**src/rtl/pwm_carrier_gen.sv**
```systemverilog
// Symmetric triangle PWM carrier with peak/valley strobes.
// Period and prescaler requests are shadowed and only take effect at a valley.
module pwm_carrier_gen #(
    parameter int CNT_W = 16,
    parameter int DIV_W = 8
) (
    input  logic             clk,
    input  logic             rst_n,
    input  logic             enable,
    input  logic [CNT_W-1:0] carrier_max,
    input  logic [DIV_W-1:0] carrier_div,
    output logic [CNT_W-1:0] carrier,
    output logic             count_up,
    output logic             carrier_high,
    output logic             carrier_low,
    output logic             load_ack
);

    typedef enum logic [1:0] {IDLE, UP, DOWN} state_t;

    localparam logic [CNT_W-1:0] CNT_ONE = {{(CNT_W-1){1'b0}}, 1'b1};
    localparam logic [DIV_W-1:0] DIV_ONE = {{(DIV_W-1){1'b0}}, 1'b1};

    state_t           state_q, state_d;
    logic [CNT_W-1:0] carrier_q, carrier_d;
    logic             count_up_q, count_up_d;
    logic             high_q, high_d;
    logic             low_q, low_d;
    logic             ack_q, ack_d;
    logic [DIV_W-1:0] presc_q, presc_d;
    logic [CNT_W-1:0] max_act_q, max_act_d;
    logic [DIV_W-1:0] div_act_q, div_act_d;

    logic [CNT_W-1:0] max_req;
    logic [CNT_W-1:0] carrier_inc;
    logic [CNT_W-1:0] carrier_dec;
    logic             tick;

    // A zero peak request would stall the carrier, so it is clamped to 1.
    assign max_req     = (carrier_max == '0) ? CNT_ONE : carrier_max;
    assign carrier_inc = carrier_q + CNT_ONE;
    assign carrier_dec = carrier_q - CNT_ONE;
    assign tick        = (presc_q == div_act_q);

    always_comb begin
        state_d    = state_q;
        carrier_d  = carrier_q;
        count_up_d = count_up_q;
        high_d     = 1'b0;
        low_d      = 1'b0;
        ack_d      = 1'b0;
        presc_d    = presc_q;
        max_act_d  = max_act_q;
        div_act_d  = div_act_q;

        case (state_q)
            IDLE: begin
                carrier_d  = '0;
                presc_d    = '0;
                count_up_d = 1'b0;
                if (enable) begin
                    max_act_d  = max_req;
                    div_act_d  = carrier_div;
                    ack_d      = 1'b1;
                    count_up_d = 1'b1;
                    state_d    = UP;
                end
            end
            UP, DOWN: begin
                if (!enable) begin
                    state_d    = IDLE;
                    carrier_d  = '0;
                    presc_d    = '0;
                    count_up_d = 1'b0;
                end else begin
                    presc_d = tick ? '0 : presc_q + DIV_ONE;
                    if (tick && state_q == UP) begin
                        carrier_d = carrier_inc;
                        if (carrier_inc == max_act_q) begin
                            high_d     = 1'b1;
                            count_up_d = 1'b0;
                            state_d    = DOWN;
                        end
                    end else if (tick) begin
                        carrier_d = carrier_dec;
                        // Valley: the only point where new settings are accepted.
                        if (carrier_dec == '0) begin
                            low_d      = 1'b1;
                            count_up_d = 1'b1;
                            state_d    = UP;
                            max_act_d  = max_req;
                            div_act_d  = carrier_div;
                            ack_d      = 1'b1;
                        end
                    end
                end
            end
            default: state_d = IDLE;
        endcase
    end

    always_ff @(posedge clk or negedge rst_n) begin
        if (!rst_n) begin
            state_q    <= IDLE;
            carrier_q  <= '0;
            count_up_q <= 1'b0;
            high_q     <= 1'b0;
            low_q      <= 1'b0;
            ack_q      <= 1'b0;
            presc_q    <= '0;
            max_act_q  <= CNT_ONE;
            div_act_q  <= '0;
        end else begin
            state_q    <= state_d;
            carrier_q  <= carrier_d;
            count_up_q <= count_up_d;
            high_q     <= high_d;
            low_q      <= low_d;
            ack_q      <= ack_d;
            presc_q    <= presc_d;
            max_act_q  <= max_act_d;
            div_act_q  <= div_act_d;
        end
    end

    assign carrier      = carrier_q;
    assign count_up     = count_up_q;
    assign carrier_high = high_q;
    assign carrier_low  = low_q;
    assign load_ack     = ack_q;

endmodule

```
**config.mk**
```make
export PLATFORM = sky130hd
export DESIGN_NAME = pwm_carrier_gen
export DESIGN_NICKNAME = d
export VERILOG_FILES = /design/src/rtl/pwm_carrier_gen.sv
export SDC_FILE = /design/constraint.sdc
export NUM_CORES = 1
export LEC_CHECK = 0
export ABC_AREA = 1
export CORE_MARGIN = 5
export CORE_UTILIZATION = 50
export DETAILED_ROUTE_END_ITERATION = 6
export PLACE_DENSITY_LB_ADDON = 0.1
export SYNTH_ARGS = -nofsm -noshare
export SYNTH_HDL_FRONTEND = slang
export SYNTH_SLANG_ARGS = --single-unit
export TNS_END_PERCENT = 1
```
**constraint.sdc**
```tcl
create_clock -name clk -period 2.5 [get_ports clk]
set_input_delay 0.375 -clock clk [delete_from_list [all_inputs] [get_ports clk]]
set_output_delay 0.375 -clock clk [all_outputs]
set_load 0.01 [all_outputs]
```
# Yosys cells after proc, flatten, opt, wreduce, memory -nomap -nowiden
# Cells that the tools add are included.
# classes
eq_ne,12
n_mux,44
addsub,3
n_shift,0
magnitude_cmp,0
mul,0
reduce_logical,10
div_mod_pow,0
n_bitwise,0
# ops
op,count
two-way mux 16 bit,9
one-hot mux 16 bit (2 select lines),2
two-way mux 8 bit,7
zero test 16 bit,2
one-hot mux 8 bit (2 select lines),2
adder 16 x 1 -> 16 bit (second input constant),1
== test 16 bit,1
subtractor 16 x 1 -> 16 bit (second input constant),1
two-way mux 1 bit,15
two-way mux 2 bit,6
inequality test 4 bit (second input constant),3
inequality test 2 bit (second input constant),5
adder 8 x 1 -> 8 bit (second input constant),1
== test 8 bit,1
AND reduction 4 bit,2
AND reduction 6 bit,1
one-hot mux 1 bit (2 select lines),2
one-hot mux 2 bit (2 select lines),1
== test 2 x 1 -> 1 bit (second input constant),1
== test 2 bit (second input constant),1
zero test 2 bit,1
AND reduction 2 bit,1
nonzero test 2 bit,1
OR reduction 2 bit,1
logical AND 1 bit,1
# word_totals
reg_bits,54
ramBits,0
mem_bits_ro,0
out_inout_bits,20
latchBits,0
input_bits,27
mem_count,0

# Depth between registers and ports, before layout
# logic_depth
depth_word,7
mapped_depth,16
mapped_depth_nobuf,16

# Worst setup path before layout
# No wires, ideal clock.
# synth_path
path_type,register -> register
startpoint,"register carrier_q[0], in the netlist carrier[0]"
endpoint,register div_act_q[4]
path_slack_ps,340
arrival_time_ps,2044
t_required_ps,2384
synth_period_minus_slack_ps,2160
n_path_buf,1
path_stages_with_launch,17
cell_sequence,dfrtp_1 -> inv_2 -> ha_1 -> inv_1 -> nor2_4 -> nand2_1 -> nand2_1 -> nand3_2 -> nor2_1 -> nand2_1 -> nor2_2 -> nand4_2 -> nand2_4 -> nand2_4 -> buf_8 -> nand2_1 -> nand2_1
# synth_via
elab_chain_cells,4
# synth_rtl
element,line,text
start: declaration,25,"logic [CNT_W-1:0] carrier_q, carrier_d;"
start signal: assignment,115,carrier_q <= carrier_d;
subtractor 16 x 1 -> 16 bit,42,assign carrier_dec = carrier_q - CNT_ONE;
zero test 16 bit,87,if (carrier_dec == '0) begin
inequality test 2 bit (no source line),n/a,
AND reduction 6 bit (no source line),n/a,
end signal: assignment,122,div_act_q <= div_act_d;
end: declaration,32,"logic [DIV_W-1:0] div_act_q, div_act_d;"
# Every way passes these cells.
# A chain may end at the register's enable or synchronous reset.

# Final worst setup path
# layout_path
startpoint,"register carrier_q[3], in the netlist carrier[3]"
endpoint,register state_q[0]
# layout_via
elab_chain_cells,4
elab_cells_between_ends,7
cone_classes,add/sub: 2; eq/ne: 3; reduce/logical: 2
# layout_rtl
element,line,text
adder 16 x 1 -> 16 bit or subtractor 16 x 1 -> 16 bit (tied branches),"41, 42",
== test 16 bit or zero test 16 bit (tied branches),"79, 87",
inequality test 4 bit (no source line),n/a,
AND reduction 4 bit (no source line) *,n/a,
end signal: assignment,114,state_q <= state_d;
end: declaration,24,"state_t state_q, state_d;"
# Every way passes the cells marked *; elsewhere a longest branch is shown, timed or not.

==> impl_metrics.toml <==
[timing]
timing.fmax_mhz = 439.9
period_minus_slack_ns = 2.273
grt_setup_unrepaired = "no"
tightest_slew_ns = 0.4409
fin_crit_sh = 0.9094
tns_ns = 0
fin_worst_skew_ns = 0.009783
whs_ns = 0.4630
setup_viol_count_final = 0
slew_headroom = 0.7061
maxSlewViolCount = 0
timing.final.hold_violations = 0

[critical_path]
slowest_delay_ns = 0.63
r2r-start = "carrier[3]$_DFFE_PN0P_"
cp_max_fo = 8
cp_common_cell = "nand2_1"
cp.arrival_ns = 2.49
reg2reg_to = "state_q[0]$_DFFE_PN0P_"
start_kind = "flop"
rr_worst_depth = 15
end_kind = "flop"
path_cells = "nand2_4 -> nor2_4 -> nand2_2 -> nand2_1 -> nand3_1 -> nand2_1 -> nand2_1 -> nor2_1 -> nand2_1 -> nor2_1 -> nand2_1 -> nand2_2 -> nand3_2 -> nand2_1 -> nand2_1"
critical_path_class = "flop to flop"
worst-r2r-setup-slack_ns = 0.23
cp.required_ns = 2.71
slowest_stage = "dfrtp_1"

[synth]
synth-edff-count = 0
ys_seq_elements = 54
synthArstFlopShare = 1.000
synth_most_common_cell = "nand2_1"
syn_inst = 561
seq_area_frac_synth = 0.3475
synth_common_cells = "171 x nand2_1, 59 x nand3_1, 56 x nor2_1"
ys_types = 42
synth_fp_nets = 595
syn_area_per_cell_sq_um = 6.938
synth.cell_area_sq_um = 3892
yosys.area.top_type = "dfrtp_1"
ys.flop_type = "dfrtp_1"
synthTopCellsByArea = "dfrtp_1 34%, nand2_1 16%, nand3_1 7.6%, nor2_1 5.4%, inv_1 5.0%"
synth_top_area_frac = 0.3407
yosysWarnings = 0

[cts]
clk_path_buf_depth = 2
clk_latency_ns = 0.32
root_buffer = "clkbuf_8"
cts_made_buffers = 5
cts_tree = "yes"
clock_sinks = 54
clkTransAtPathRegs_ns = 0.11
cts_max_level = 2

[power]
combPwrFrac = 0.641
power.density_nw_per_um2 = 1336
p_int_mw = 2.988
sw_frac_of_total = 0.5218
leakage_nw = 2.214
power.switching_mw = 3.261
clockPowerShare = 0.086
seqPwrFrac = 0.273
ir_drop_mv = 0.4868

[hold_path]
hold_path.class = "input port to asynchronous set/reset pin"

[global_route]
overflow = 0
grt_first_pass_wirelength_microns = 18200
grt_usage = 0.2293
grt_start_max_net_pins = 26
antenna_found_initial = 0
grt_pass1_vias = 3718

[finish]
synthToLayoutAreaGrowth_pct = 20.15
final_net_count = 652
antenna_cells = 0
final_util = 0.6116
drive_gt1_frac = 0.1195

[floorplan]
coreArea_sq_um = 7647
io_pins = 47
dieHeight_microns = 98.23
dieArea_sq_um = 9649
rows = 32
die_x_microns = 98.23
start_util = 0.5090

[route]
wl_per_cell_microns = 14.98
antenna_left = 0
drtIter0Drc = 318
dr.pass1.iters = 5
route.detailed.drc = 0
vias_per_cell = 5.459
vias = 3936
wirelength_microns = 10800

[place]
gp_congestion = 0.9838
hpwl_microns = 8497
port_buffers = 46

[outcome]
outcome = "finished, final reports clean"

[run]
drv_cap = 0
==> area by class of cell <==
| cell class | count | area [sq um] |
|---|---|---|
| Clock buffer | 5 | 68.82 |
| Clock inverter | 3 | 27.53 |
| Fill cell | 710 | 2970 |
| Inverter | 58 | 220.2 |
| Multi-Input combinational cell | 435 | 2258 |
| Sequential cell | 54 | 1356 |
| Tap cell | 102 | 127.6 |
| Timing Repair Buffer | 64 | 618.1 |
==> repair_timing <==
item                                    4_1_cts  5_1_grt
gates resized for setup                       0        8
hold buffers                                  1        0
hold endpoints to repair                     10        0
endpoints found under the setup margin        0       27
buffers inserted                              0        1
==> state kept, by name, indices dropped and copies added, names as in the netlist <==
signal and flops:
max_act_q 16, carrier 16, presc_q 8, count_up 1, carrier_high 1, carrier_low 1, div_act_q 8, load_ack 1
state_q 2
==> through the flow <==
step	power [mW]	area, sq um	std cells	worst slack (ns)
6_report	6.249	4677	721	0.2266
5_1_grt	6.815	4677	721	0.02775
4_1_cts	6.150	4642	720	0.1332
3_5_place_dp	5.586	4536	711	0.1675
3_3_place_gp	5.542	4536	711	0.1613
2_1_floorplan	4.482	3892	561	0.3398
==> how the worst max path moves through the flow <==
| stage | startpoint | to | slack (ns) | depth (start not counted) |
|---|---|---|---|---|
| floorplan | carrier[0]$_DFFE_PN0P_ | div_act_q[4]$_DFFE_PN0P_ | 0.34 | 16 |
| global placement | carrier[2]$_DFFE_PN0P_ | max_act_q[10]$_DFFE_PN0P_ | 0.16 | 12 |
| detailed placement | carrier[2]$_DFFE_PN0P_ | max_act_q[8]$_DFFE_PN0P_ | 0.17 | 12 |
| CTS | carrier[2]$_DFFE_PN0P_ | max_act_q[8]$_DFFE_PN0P_ | 0.13 | 12 |
| global route | carrier[1]$_DFFE_PN0P_ | max_act_q[15]$_DFFE_PN0P_ | 0.03 | 15 |
| finish | carrier[3]$_DFFE_PN0P_ | state_q[0]$_DFFE_PN0P_ | 0.23 | 15 |
==> layer usage <==
layer	track usage	up-vias	routed length [microns]
li1	-	1944	-
met5	0	-	0
met1	0.3406	1780	5063
met3	0.03143	27	769
met2	0.3471	185	4698
met4	0.06933	0	269
==> logic make-up (layout without fill, tap and decap cells) <==
| logic type | Yosys count | count (layout) | synth area share |
|---|---|---|---|
| simple gates | 364 | 364 | 0.4404 |
| flops | 54 | 54 | 0.3475 |
| fa+ha+maj | 7 | 7 | 0.02250 |
| compound gates | 49 | 49 | 0.07522 |
| buf+inv | 72 | 130 | 0.07875 |
| xor+xnor | 15 | 15 | 0.03568 |
==> cells in the final DEF, fill, tap and decap left out, drive strengths merged, types with 8 or more instances in the layout <==
cell	synthesis	routed
xnor2	8	8
dfrtp	53	53
nor2	70	70
inv	54	56
clkdlybuf4s50	0	45
o21ai	12	12
nand2	191	191
o22ai	12	12
a21oi	13	13
buf	10	18
nand3	62	62
nand4	21	21
==> worst max-delay path, delay by kind of cell, from the launching register on <==
| kind | cells | cell delay [ns] |
|---|---|---|
| simple gates | 15 | 1.51 |
| flops | 1 | 0.63 |
==> power groups by stage <==
| stage | logic [mW] | clock network, mW | registers (mW) |
|---|---|---|---|
| finish | 4.01 | 0.539 | 1.70 |
| global route | 4.48 | 0.581 | 1.75 |
| CTS | 3.92 | 0.556 | 1.68 |
| detailed placement | 3.89 | 0 | 1.70 |
| global placement | 3.85 | 0 | 1.69 |
| floorplan | 2.91 | 0 | 1.57 |
(Power assumes the default switching activity.)
